### src/rtl/overlap_window_addr_ctrl.sv
// Address controller for a circular sample RAM feeding overlapped analysis windows.
// Storage is released one hop at a time, only once a window has been fully read.
module overlap_window_addr_ctrl #(
    parameter int ADDRWIDTH   = 12,
    parameter int WINWIDTH    = 11,
    parameter int LOG_OVERLAP = 1
) (
    input  logic                 clock,
    input  logic                 reset,
    input  logic                 enqueue,
    input  logic                 dequeue,
    output logic                 full,
    output logic                 empty,
    output logic [ADDRWIDTH-1:0] read_addr,
    output logic [ADDRWIDTH-1:0] write_addr,
    output logic [WINWIDTH-1:0]  window_addr,
    output logic                 win_first,
    output logic                 win_last,
    output logic [ADDRWIDTH:0]   level,
    output logic [15:0]          window_count,
    output logic                 overflow,
    output logic                 underflow
);

    localparam int PW = ADDRWIDTH + 1;
    localparam logic [PW-1:0]       HOP_P    = PW'((1 << WINWIDTH) >> LOG_OVERLAP);
    localparam logic [PW-1:0]       DEPTH_P  = {1'b1, {ADDRWIDTH{1'b0}}};
    localparam logic [WINWIDTH-1:0] WIN_LAST = {WINWIDTH{1'b1}};

    logic [PW-1:0]       wr_ptr;
    logic [PW-1:0]       base_ptr;
    logic [WINWIDTH-1:0] offset;
    logic                enq_fire;
    logic                deq_fire;

    // All status is derived from registered state so enqueue and dequeue are
    // judged against the same pre-cycle view of the buffer.
    assign level       = wr_ptr - base_ptr;
    assign full        = (level == DEPTH_P);
    assign empty       = (level <= {{(PW-WINWIDTH){1'b0}}, offset});
    assign write_addr  = wr_ptr[ADDRWIDTH-1:0];
    assign read_addr   = base_ptr[ADDRWIDTH-1:0] + ADDRWIDTH'(offset);
    assign window_addr = offset;
    assign win_first   = (offset == '0);
    assign win_last    = (offset == WIN_LAST);

    assign enq_fire = enqueue && !full;
    assign deq_fire = dequeue && !empty;

    always_ff @(posedge clock) begin
        if (reset) begin
            wr_ptr       <= '0;
            base_ptr     <= '0;
            offset       <= '0;
            window_count <= '0;
            overflow     <= 1'b0;
            underflow    <= 1'b0;
        end else begin
            overflow  <= enqueue && full;
            underflow <= dequeue && empty;
            if (enq_fire) begin
                wr_ptr <= wr_ptr + PW'(1);
            end
            if (deq_fire) begin
                // Finishing a window frees exactly one hop of the oldest samples.
                if (offset == WIN_LAST) begin
                    offset       <= '0;
                    base_ptr     <= base_ptr + HOP_P;
                    window_count <= window_count + 16'd1;
                end else begin
                    offset <= offset + WINWIDTH'(1);
                end
            end
        end
    end

endmodule

### config.mk
export PLATFORM = sky130hd
export DESIGN_NAME = overlap_window_addr_ctrl
export DESIGN_NICKNAME = d
export VERILOG_FILES = /design/src/rtl/overlap_window_addr_ctrl.sv
export SDC_FILE = /design/constraint.sdc
export NUM_CORES = 1
export LEC_CHECK = 0
export BUFFER_PORTS_ARGS = -buffer_cell sky130_fd_sc_hd__buf_4
export CELL_PAD_IN_SITES_DETAIL_PLACEMENT = 1
export CELL_PAD_IN_SITES_GLOBAL_PLACEMENT = 1
export CORE_ASPECT_RATIO = 0.8
export CORE_UTILIZATION = 42
export DETAILED_ROUTE_END_ITERATION = 10
export MAX_ROUTING_LAYER = met4
export PLACE_DENSITY_LB_ADDON = 0.2
export SLEW_MARGIN = 20
export SYNTH_ARGS = -nofsm -noshare
export SYNTH_HDL_FRONTEND = slang
export SYNTH_SLANG_ARGS = --single-unit
### constraint.sdc
create_clock -name clock -period 3.88 [get_ports clock]
set_input_delay 0.194 -clock clock [delete_from_list [all_inputs] [get_ports clock]]
set_output_delay 0.194 -clock clock [all_outputs]
set_load 0.005 [all_outputs]
Word-level counts from Yosys, hierarchy flattened --
Index checks and enable logic that the tools add are counted.
Storage, ports and cells: word-level logic and storage cells 24, input bits 4, memories kept 0, latch bits 0, RAM bits 0, output and inout port bits 70, bits in read-only memories 0, bits in registers 55
Operators by class: add/sub/neg operators 6, equality and inequality tests 2, bitwise logic cells 0, muxes and demuxes 1, divide/modulo/power cells 0, $lt $le $gt $ge 1, reduce and logical (&&, ||, !) cells 8, multipliers 0, shifts and indexed selects 0
Operators by type and width (number):
- $add A16 B1 Y16 const B | 1
- $add A13 B1 Y13 const B | 1
- $add A13 B11 Y13 const B | 1
- $eq A13 B13 Y1 const B | 1
- $le A13 B11 Y1 | 1
- $sub A13 B13 Y13 | 1
- $add A12 B11 Y12 | 1
- $add A11 B1 Y11 const B | 1
- $eq A11 B11 Y1 const B | 1
- $logic_not A11 Y1 | 1
- $mux W11 | 1
- $logic_and A1 B1 Y1 | 4
- $logic_not A1 Y1 | 2
- $reduce_and A2 Y1 | 1

Logic depth before layout (Yosys ltp) --
Gate-level depths: netlist (run 1).
word-level depth 5, mapped depth 12, mapped depth without buffers 10

Worst setup path after synthesis (run 1) --
Ideal clock, no wire load.
path kind register -> register, start point register wr_ptr[10], end point register window_count[15], setup time 70 ps, path slack 1200 ps, path buffers 0, data arrival time 2610 ps, data required time 3810 ps, stages on the path, launching flop included 11, clock period less this slack 2680 ps, path through dfxtp_1 > inv_1 > ha_1 > inv_1 > ha_1 > nand2_1 > nor3_1 > o311a_2 > o2111ai_4 > or4_1 > a21oi_1
On the way: cells in the longest elaborated chain, start to end 5
Ends and longest elaborated chain:
- from (decl) | line 30 | logic [PW-1:0] wr_ptr;
- from (signal assigned) | line 62 | wr_ptr <= wr_ptr + PW'(1);
- $sub A13 B13 Y13 | line 38 | assign level = wr_ptr - base_ptr;
- via level[10] | line 19 | output logic [ADDRWIDTH:0] level,
- $le A13 B11 Y1 | line 40 | assign empty = (level <= {{(PW-WINWIDTH){1'b0}}, offset});
- $logic_not A1 Y1 | line 48 | assign deq_fire = dequeue && !empty;
- $logic_and A1 B1 Y1 | line 48
- $reduce_and A2 Y1 (no line)
- to (signal assigned) | line 69 | window_count <= window_count + 16'd1;
- to (decl) | line 20 | output logic [15:0] window_count,
The timed path passes the listed nets, and every way through them passes these cells. A chain may end at the register's enable or synchronous reset.

Final worst setup path (run 1) --
start point register wr_ptr[10], end point register offset[7], in the netlist window_addr[7]
On the way: cells in the longest elaborated chain, start to end 4
Ends and longest elaborated chain:
- $sub A13 B13 Y13 | line 38
- $le A13 B11 Y1 | line 40
- $logic_not A1 Y1 | line 48
- $logic_and A1 B1 Y1 | line 48
- to (signal assigned) | line 71 | offset <= offset + WINWIDTH'(1);
- to (decl) | line 32 | logic [WINWIDTH-1:0] offset;
No other way between the ends.

==> flow_summary.toml, run 1 <==
[outcome]
status = "finished, final reports clean"

[grt]
grt_pass1_vias = 2413
met3_usage_pct = 3.69
busiest_layer = "met2"
globalRouteOverflowTotal = 0
antenna_found_initial = 0
use_met2_pct = 34.4
grt_max_degree = 46
grt_pass1_wl_um = 11800
use_met1_pct = 29.7
grtUsageTotal_pct = 22.0

[power_and_ir_drop]
power_mw = 0.901
leakage_nw = 1.34
powerDensity_nw_per_um2 = 273
ir_drop_mv = 0.118

[sta]
post-route-min-period_ns = 3.24
slew_headroom_pct = 55.7
tns_ns = 0
clock.fmax_mhz = 309
final_max_slew_viol_count = 0
rsz0062_at_grt = "no"
setup_viol = 0
timing.final.ws_setup_ns = 0.641
final-hold-violation-count = 0
finalCritPeriodShare_pct = 83.5
worstMarginPinSlew_ns = 0.664
fin_worst_skew_ns = 0.00713

[synth]
synth-edff-count = 0
yosys-top-cells-area = "dfxtp_1 32%, buf_4 8.4%, ha_1 8.3%"
syn_nets = 355
ys.warnings.count = 0
yosysSeqAreaShare_pct = 31.5
avgSynthCellArea_um2 = 8.63
syn_area_um2 = 2860
netlist_instances = 331
synth_top_area_cell = "dfxtp_1"
async_flop_share_pct = 0
synth-seq-cells = 45
synthDistinctLibCells = 52
synth_top_area_share_pct = 31.5
synth_flop_cell = "dfxtp_1"

[hold_path]
whs_path_depth = 3
hold_end = "wr_ptr[1]"
hp-start = "enqueue"
hold_path.class = "input port to register"

[setup_path]
crit_fanout = 8
timing_worst_setup_path_type = "register to register"
ff2ff_path_depth = 10
cp-end-kind = "register"
crit_chain = "inv_1 > ha_1 > inv_1 > ha_1 > nand2_1 > nor3_1 > o311ai_0 > a21oi_1 > nand4_1 > a211oi_1"
required_ns = 4.09
r2r-end = "window_addr[7]"
r2r_start = "wr_ptr[10]"
rrSetupSlack_ns = 0.64
startpoint_type = "register"
critPathSlowestCell = "a21oi_1"
critPathMaxStageDelay_ns = 0.62
worstPathArrival_ns = 3.45

[placed_design]
placed_area_um2 = 3210
hpwl_um = 5280
globalplace.congestion = 0.800
preCtsSetupSlack_ns = 0.786
io_buffers = 73

[cells_and_area]
final_core_util_pct = 50.9
diodes = 0
area_growth_pct = 15.4
final_common_cell = "buf_4"
final_cell_mix = "73 x buf_4, 45 x dfxtp_1, 31 x a21oi_1"
nNetsFinal = 394
postLayoutCellArea_um2 = 3300
drive_above_1_share_pct = 25.9

[clocking]
clock_latency_ns = 0.30
hold_buffers = 0
cts.repair.resized = 0
numCtsBuffers = 5
cts_tree = "yes"
post_cts_buffers = 0
clkTransAtPathRegs_ns = 0.09
htreeDepth = 2
cts-root-buf = "clkbuf_8"
clock_sinks = 45
max-clock-path-buffers = 2

[route]
routed_via_density = 5.54
first_pass_iters = 4
ant_nets = 0
drt_iter0_drc = 59
num_vias = 2521
detail_route.wl_per_cell_um = 16.0
routed_wl_um = 7280
post-route-drc-count = 0

[floorplanning]
die_h_um = 75.8
die_w_um = 94.2
row_count = 26
core_um2 = 6470
io_pins = 74
dieArea_um2 = 7140
start_util_pct = 44.1

[run]
maxCapViolCount = 0
[kinds of logic (layout without fill, tap and decap cells)]
logic type	after synthesis	count (layout)	synth area share, %
AND/OR/NAND/NOR	115	115	22.7
AO/OA/AOI/OAI	68	68	16.8
buffers and inverters	65	105	13.8
flip-flops	45	45	31.5
adder cells (fa/ha/maj)	20	20	9.02
XOR/XNOR	16	16	5.43
multiplexers	2	2	0.701
[where the power goes]
group / internal (mW) / total [mW] / switching (mW)
logic: 0.0516 / 0.125 / 0.0729
clock network: 0.125 / 0.298 / 0.173
registers: 0.468 / 0.479 / 0.0112
total: 0.644 / 0.901 / 0.257
[critical path, delay by kind of cell, from the launching register on]
family / cells / cell delay [ns]
flip-flops: 1 / 0.39
adder cells (fa/ha/maj): 2 / 0.63
buffers and inverters: 2 / 0.15
AND/OR/NAND/NOR: 3 / 0.74
AO/OA/AOI/OAI: 3 / 1.25
[registers in the layout, indices dropped and copies added, names as in the netlist]
| register | cells |
|---|---|
| base_ptr | 3 |
| window_addr | 11 |
| overflow | 1 |
| wr_ptr | 13 |
| window_count | 16 |
| underflow | 1 |
[stage by stage]
| stage | cells | hold slack, ns |
|---|---|---|
| CTS | 455 | 0.203 |
| floorplan | 331 | 0.354 |
| global placement | 447 | 0.468 |
| finish | 455 | 0.206 |
| global route | 455 | 0.216 |
| detailed placement | 447 | 0.483 |
[metal layers]
metal	share of wire, %	vias to the layer above
li1	-	1237
met1	51	1224
met2	45	55
met3	3.7	5
met4	0.73	0
met5	0	-
[synthesized netlist by cell type, drive strengths merged, types with 9 or more instances]
master / count
a21oi: 31
nand3: 18
nor2: 22
o21ai: 11
buf: 35
ha: 19
inv: 23
nand2: 18
xor2: 12
or4: 9
o31ai: 11
dfxtp: 45
nand4: 10
[worst max path at each step]
stage / start / to / cells after the start
after global routing: wr_ptr[10] / window_addr[7] / 10
after detailed placement: wr_ptr[10] / window_addr[7] / 10
after global placement: wr_ptr[10] / window_count[14] / 10
after floorplan: wr_ptr[10] / window_count[15] / 10
after CTS: wr_ptr[10] / window_addr[7] / 10
final: wr_ptr[10] / window_addr[7] / 10
[layout make-up]
type	instances	area (um2)
fillers	800	3180
multi-input cells	221	1560
flip-flops and latches	45	901
repair buffers	73	548
well taps	84	105
inverters	24	95.1
clock buffers	5	68.8
clock inverters	3	17.5
No activity file was read; power rests on OpenSTA's default activity.
==> inputs of run 2 (changes only) <==
--- a/config.mk
+++ b/config.mk
@@ -5,11 +5,12 @@
 export SDC_FILE = /design/constraint.sdc
 export NUM_CORES = 1
 export LEC_CHECK = 0
+export ABC_AREA = 1
 export BUFFER_PORTS_ARGS = -buffer_cell sky130_fd_sc_hd__buf_4
 export CELL_PAD_IN_SITES_DETAIL_PLACEMENT = 1
 export CELL_PAD_IN_SITES_GLOBAL_PLACEMENT = 1
 export CORE_ASPECT_RATIO = 0.8
-export CORE_UTILIZATION = 42
+export CORE_UTILIZATION = 38
 export DETAILED_ROUTE_END_ITERATION = 10
 export MAX_ROUTING_LAYER = met4
 export PLACE_DENSITY_LB_ADDON = 0.2
==> constraint.sdc (replaced) <==
create_clock -name clock -period 3.1 [get_ports clock]
set_input_delay 0.155 -clock clock [delete_from_list [all_inputs] [get_ports clock]]
set_output_delay 0.155 -clock clock [all_outputs]
set_load 0.005 [all_outputs]
==> flow_summary.toml, run 2 <==
[outcome]
status = "finished, final reports clean"

[synth]
synth_top_family_by_area = "simple AND/OR/NAND/NOR gates"
synthAdderAreaFrac_pct = 8.02
ys.warnings.count = 0
syn_nets = 503
synthDistinctLibCells = 35
synthXorXnorAreaFrac_pct = 3.00
avgSynthCellArea_um2 = 6.71
syn_area_um2 = 3210
synth-edff-count = 0
yosys-top-cells-area = "dfxtp_1 28%, nand2_1 12%, inv_1 8.9%"
yosysSeqAreaShare_pct = 28.0
async_flop_share_pct = 0
synth-simple-area-share_pct = 35.1
synth-compound-area-share_pct = 7.44
netlist_top_cells_count = "101 x nand2_1, 76 x inv_1, 61 x nor2_1"
netlist_instances = 479
synth_flop_cell = "dfxtp_1"
synth_top_area_cell = "dfxtp_1"
synth_top_area_share_pct = 28.0
yosysMostFrequentCell = "nand2_1"
synth-seq-cells = 45
synthMuxAreaShare_pct = 0

[setup_path]
worstPathArrival_ns = 2.95
r2r_start = "wr_ptr[10]"
ff2ff_path_depth = 16
r2r-end = "wr_ptr[11]"
startpoint_type = "register"
required_ns = 3.32
crit_fanout = 12
cp-end-kind = "register"
rrSetupSlack_ns = 0.37
timing_worst_setup_path_type = "register to register"

[floorplanning]
core_um2 = 8060
io_pins = 74
die_h_um = 84.2
die_w_um = 105
row_count = 29
start_util_pct = 39.9
dieArea_um2 = 8830

[clocking]
hold_buffers = 0
max-clock-path-buffers = 2
post_cts_buffers = 0
clock_latency_ns = 0.31
cts_tree = "yes"
clkTransAtPathRegs_ns = 0.10
htreeDepth = 2
numCtsBuffers = 5
clock_sinks = 45
cts-root-buf = "clkbuf_8"
cts.repair.resized = 0

[sta]
tns_ns = 0
setup_viol = 0
fin_worst_skew_ns = 0.00971
final-hold-violation-count = 0
rsz0062_at_grt = "no"
worstMarginPinSlew_ns = 1.02
finalCritPeriodShare_pct = 88.1
slew_headroom_pct = 31.8
worst_hold_slack_ns = 0.0857
post-route-min-period_ns = 2.73
clock.fmax_mhz = 366
final_max_slew_viol_count = 0

[cells_and_area]
final_cell_mix = "101 x nand2_1, 76 x inv_1, 75 x buf_4"
final_common_cell = "nand2_1"
nNetsFinal = 544
n_fill_cell = 1097
largest_register_ffs = 16
largest_register = "window_count"
postLayoutCellArea_um2 = 3730
diodes = 0
drive_above_1_share_pct = 20.5
area_growth_pct = 16.1

[grt]
grtUsageTotal_pct = 22.3
grt_pass1_wl_um = 15400
globalRouteOverflowTotal = 0
grt_max_degree = 31
grt_pass1_vias = 3097
antenna_found_initial = 0

[hold_path]
hp-start = "enqueue"
hold_end = "overflow"
hold_path.class = "input port to register"
whs_path_depth = 3

[route]
post-route-drc-count = 0
first_pass_iters = 4
drt_iter0_drc = 79
num_vias = 3114
routed_via_density = 4.95
ant_nets = 0
detail_route.wl_per_cell_um = 14.7
routed_wl_um = 9220

[power_and_ir_drop]
powerDensity_nw_per_um2 = 375
leakage_nw = 1.78
power_mw = 1.40
ir_drop_mv = 0.175

[placed_design]
globalplace.congestion = 0.832
io_buffers = 73
hpwl_um = 7130
placed_area_um2 = 3620

[run]
maxCapViolCount = 0
[run 2: changes by cell type after synthesis, sizes merged, moves of 9 or more]
cell,previous run,this run
nand2,18,107
inv,23,79
nor2,22,65
nand4,10,28
nor3,6,18
o31ai,11,0
or4,9,0
[run 2: worst max-delay path, cell delays in order, from the launching register on]
cell     delay [ns]
dfxtp_1        0.34
inv_1          0.13
ha_1           0.17
inv_1          0.05
fa_1           0.40
inv_1          0.07
nand2_1        0.08
nand3_2        0.12
nand2_1        0.11
nand2_1        0.13
nand2_1        0.28
nor2_1         0.27
nand2_1        0.13
nor2_1         0.16
nand2_1        0.08
nand2_1        0.07
nor2_1         0.06
[run 2: how the worst max path moves through the flow]
stage                            end  startpoint  cells past startpoint  slack [ns]
final                     wr_ptr[11]  wr_ptr[10]                     16        0.37
after global routing      wr_ptr[11]  wr_ptr[10]                     15        0.11
after CTS                 wr_ptr[11]  wr_ptr[10]                     16        0.38
after detailed placement  wr_ptr[11]  wr_ptr[10]                     16        0.41
after global placement    wr_ptr[11]  wr_ptr[10]                     15        0.48
after floorplan            wr_ptr[3]  wr_ptr[10]                     14        0.93
[run 2: routing by layer]
metal | wire [um] | track usage (%) | up-vias
met5 | 0 | - | -
met4 | 73 | 4.23 | 0
met3 | 328 | 3.49 | 8
met2 | 4240 | 36.7 | 56
met1 | 4580 | 29.0 | 1477
li1 | - | - | 1573
[run 2: cell families after synthesis]
family / after synthesis
compound gates: 45
xor+xnor: 11
fa+ha+maj: 20
buf+inv: 120
flops: 45
simple gates: 238
[run 2: power by group]
part | switching (mW) | internal (mW) | leakage [nW]
sequential | 0.0210 | 0.590 | 0.363
clock | 0.230 | 0.243 | 0.0554
combinational | 0.200 | 0.116 | 1.36
total | 0.451 | 0.949 | 1.78
[run 2: stage by stage]
stage / util, % / instances / worst slack [ns]
floorplan: - / 479 / 0.925
global placement: 44.9 / 621 / 0.478
detailed placement: 44.9 / 621 / 0.407
CTS: 46.3 / 629 / 0.381
global route: 46.3 / 629 / 0.107
finish: 46.3 / 629 / 0.369
[run 2: area by class of cell]
cell class | instances | area [um2] | share of cell area (%)
flip-flops and latches | 45 | 901 | 24.2
well taps | 108 | 135 | 3.62
inverters | 79 | 299 | 8.02
clock buffers | 6 | 72.6 | 1.95
repair buffers | 75 | 563 | 15.1
clock inverters | 2 | 38.8 | 1.04
multi-input cells | 314 | 1720 | 46.1
==> inputs of run 3 (changes only) <==
--- a/config.mk
+++ b/config.mk
@@ -14,6 +14,7 @@
 export DETAILED_ROUTE_END_ITERATION = 10
 export MAX_ROUTING_LAYER = met4
 export PLACE_DENSITY_LB_ADDON = 0.2
+export RECOVER_POWER = 25
 export SLEW_MARGIN = 20
 export SYNTH_ARGS = -nofsm -noshare
 export SYNTH_HDL_FRONTEND = slang
==> flow_summary.toml, run 3 (same netlist as run 2, synthesis figures left out) <==
[sta]
final_max_slew_viol_count = 0
worstMarginPinSlew_ns = 1.02
rsz0062_at_grt = "no"
post-route-min-period_ns = 2.72
slew_headroom_pct = 32.1
finalCritPeriodShare_pct = 87.9
setup_viol = 0
final-hold-violation-count = 0
worst_hold_slack_ns = 0.0900
fin_worst_skew_ns = 0.00978
clock.fmax_mhz = 367
tns_ns = 0

[cells_and_area]
largest_register_ffs = 16
final_common_cell = "nand2_1"
drive_above_1_share_pct = 20.0
nNetsFinal = 544
final_core_util_pct = 46.1
final_cell_mix = "101 x nand2_1, 76 x inv_1, 61 x nor2_1"
diodes = 0
area_growth_pct = 15.7
largest_register = "window_count"

[power_and_ir_drop]
swShare_pct = 32.2
ir_drop_mv = 0.175
leakage_nw = 1.76
p_clk_share_pct = 33.7
powerDensity_nw_per_um2 = 376
pwr-share-comb_pct = 22.6
p_switching_mw = 0.450
p_seq_share_pct = 43.7
p_int_mw = 0.947

[clocking]
numCtsBuffers = 5
cts-root-buf = "clkbuf_8"
max-clock-path-buffers = 2
hold_buffers = 0
post_cts_buffers = 0
clock_sinks = 45
clkTransAtPathRegs_ns = 0.10
cts_tree = "yes"
clock_latency_ns = 0.31
cts.repair.resized = 0
htreeDepth = 2

[hold_path]
hold_path.class = "input port to register"
whs_path_depth = 3

[placed_design]
globalplace.congestion = 0.832
hpwl_um = 7130
io_buffers = 73

[route]
drt_iter0_drc = 82
ant_nets = 0
met3_length_um = 285
post-route-drc-count = 0
wl_met1_um = 4620
routed_wl_um = 9210
detail_route.wl_per_cell_um = 14.6
routed_via_density = 4.97
first_pass_iters = 4
routed.top_layer = "met4"
route.met2.wl_um = 4230
num_vias = 3124

[setup_path]
worstPathArrival_ns = 2.94
ff2ff_path_depth = 16
cp-end-kind = "register"
rrSetupSlack_ns = 0.38
timing_worst_setup_path_type = "register to register"
crit_fanout = 12
crit_chain = "inv_1 > ha_1 > inv_1 > fa_1 > inv_1 > nand2_1 > nand3_2 > nand2_1 > nand2_1 > nand2_1 > nor2_1 > nand2_1 > nor2_1 > nand2_1 > nand2_1 > nor2_1"
critPathSlowestCell = "fa_1"
crit_top_cell = "nand2_1"
required_ns = 3.31
critPathMaxStageDelay_ns = 0.40
startpoint_type = "register"

[grt]
antenna_found_initial = 0
grtUsageTotal_pct = 22.3
grt_max_degree = 31
grt_pass1_vias = 3097
grt_pass1_wl_um = 15400
globalRouteOverflowTotal = 0

[floorplanning]
io_pins = 74
die_w_um = 105
dieArea_um2 = 8830
start_util_pct = 39.9
row_count = 29
die_h_um = 84.2
core_um2 = 8060

[run]
maxCapViolCount = 0

[outcome]
status = "finished, final reports clean"
run 3: worst max-delay path, delay by kind of cell, from the launching register on:
kind	cells	cell delay, ns
flops	1	0.34
fa+ha+maj	2	0.57
buf+inv	3	0.25
simple gates	11	1.49
run 3: power groups by stage:
stage          combinational, mW  sequential [mW]  clock [mW]
3_5_place_dp               0.320            0.624           0
5_1_grt                    0.350            0.614       0.494
2_1_floorplan              0.248            0.619           0
6_report                   0.315            0.610       0.472
4_1_cts                    0.321            0.611       0.477
3_3_place_gp               0.311            0.624           0
run 3: layout make-up:
class                           count  area, um2
Multi-Input combinational cell    314       1720
Sequential cell                    45        901
Fill cell                        1097       4340
Tap cell                          108        135
Clock buffer                        6       72.6
Inverter                           79        299
Clock inverter                      2       38.8
Timing Repair Buffer               75        552
run 3: worst paths after layout:
check / startpoint / to
setup / recovery: wr_ptr[10] / wr_ptr[11]
hold / removal: enqueue / overflow
setup reg to reg: wr_ptr[10] / wr_ptr[11]
hold reg to reg: wr_ptr[12] / wr_ptr[12]
run 3: metal layers:
metal / vias to the layer above / GRT usage (%)
met5: - / -
met1: 1494 / 29.0
li1: 1571 / -
met4: 0 / 4.23
met3: 8 / 3.49
met2: 51 / 36.7
run 3: per-stage QoR:
step / instances / setup WS [ns] / cell area, um2 / total power, mW
2_1_floorplan: 479 / 0.925 / 3210 / 0.866
3_3_place_gp: 621 / 0.478 / 3620 / 0.935
3_5_place_dp: 621 / 0.407 / 3620 / 0.944
4_1_cts: 629 / 0.381 / 3730 / 1.41
5_1_grt: 629 / 0.112 / 3720 / 1.46
6_report: 629 / 0.375 / 3720 / 1.40
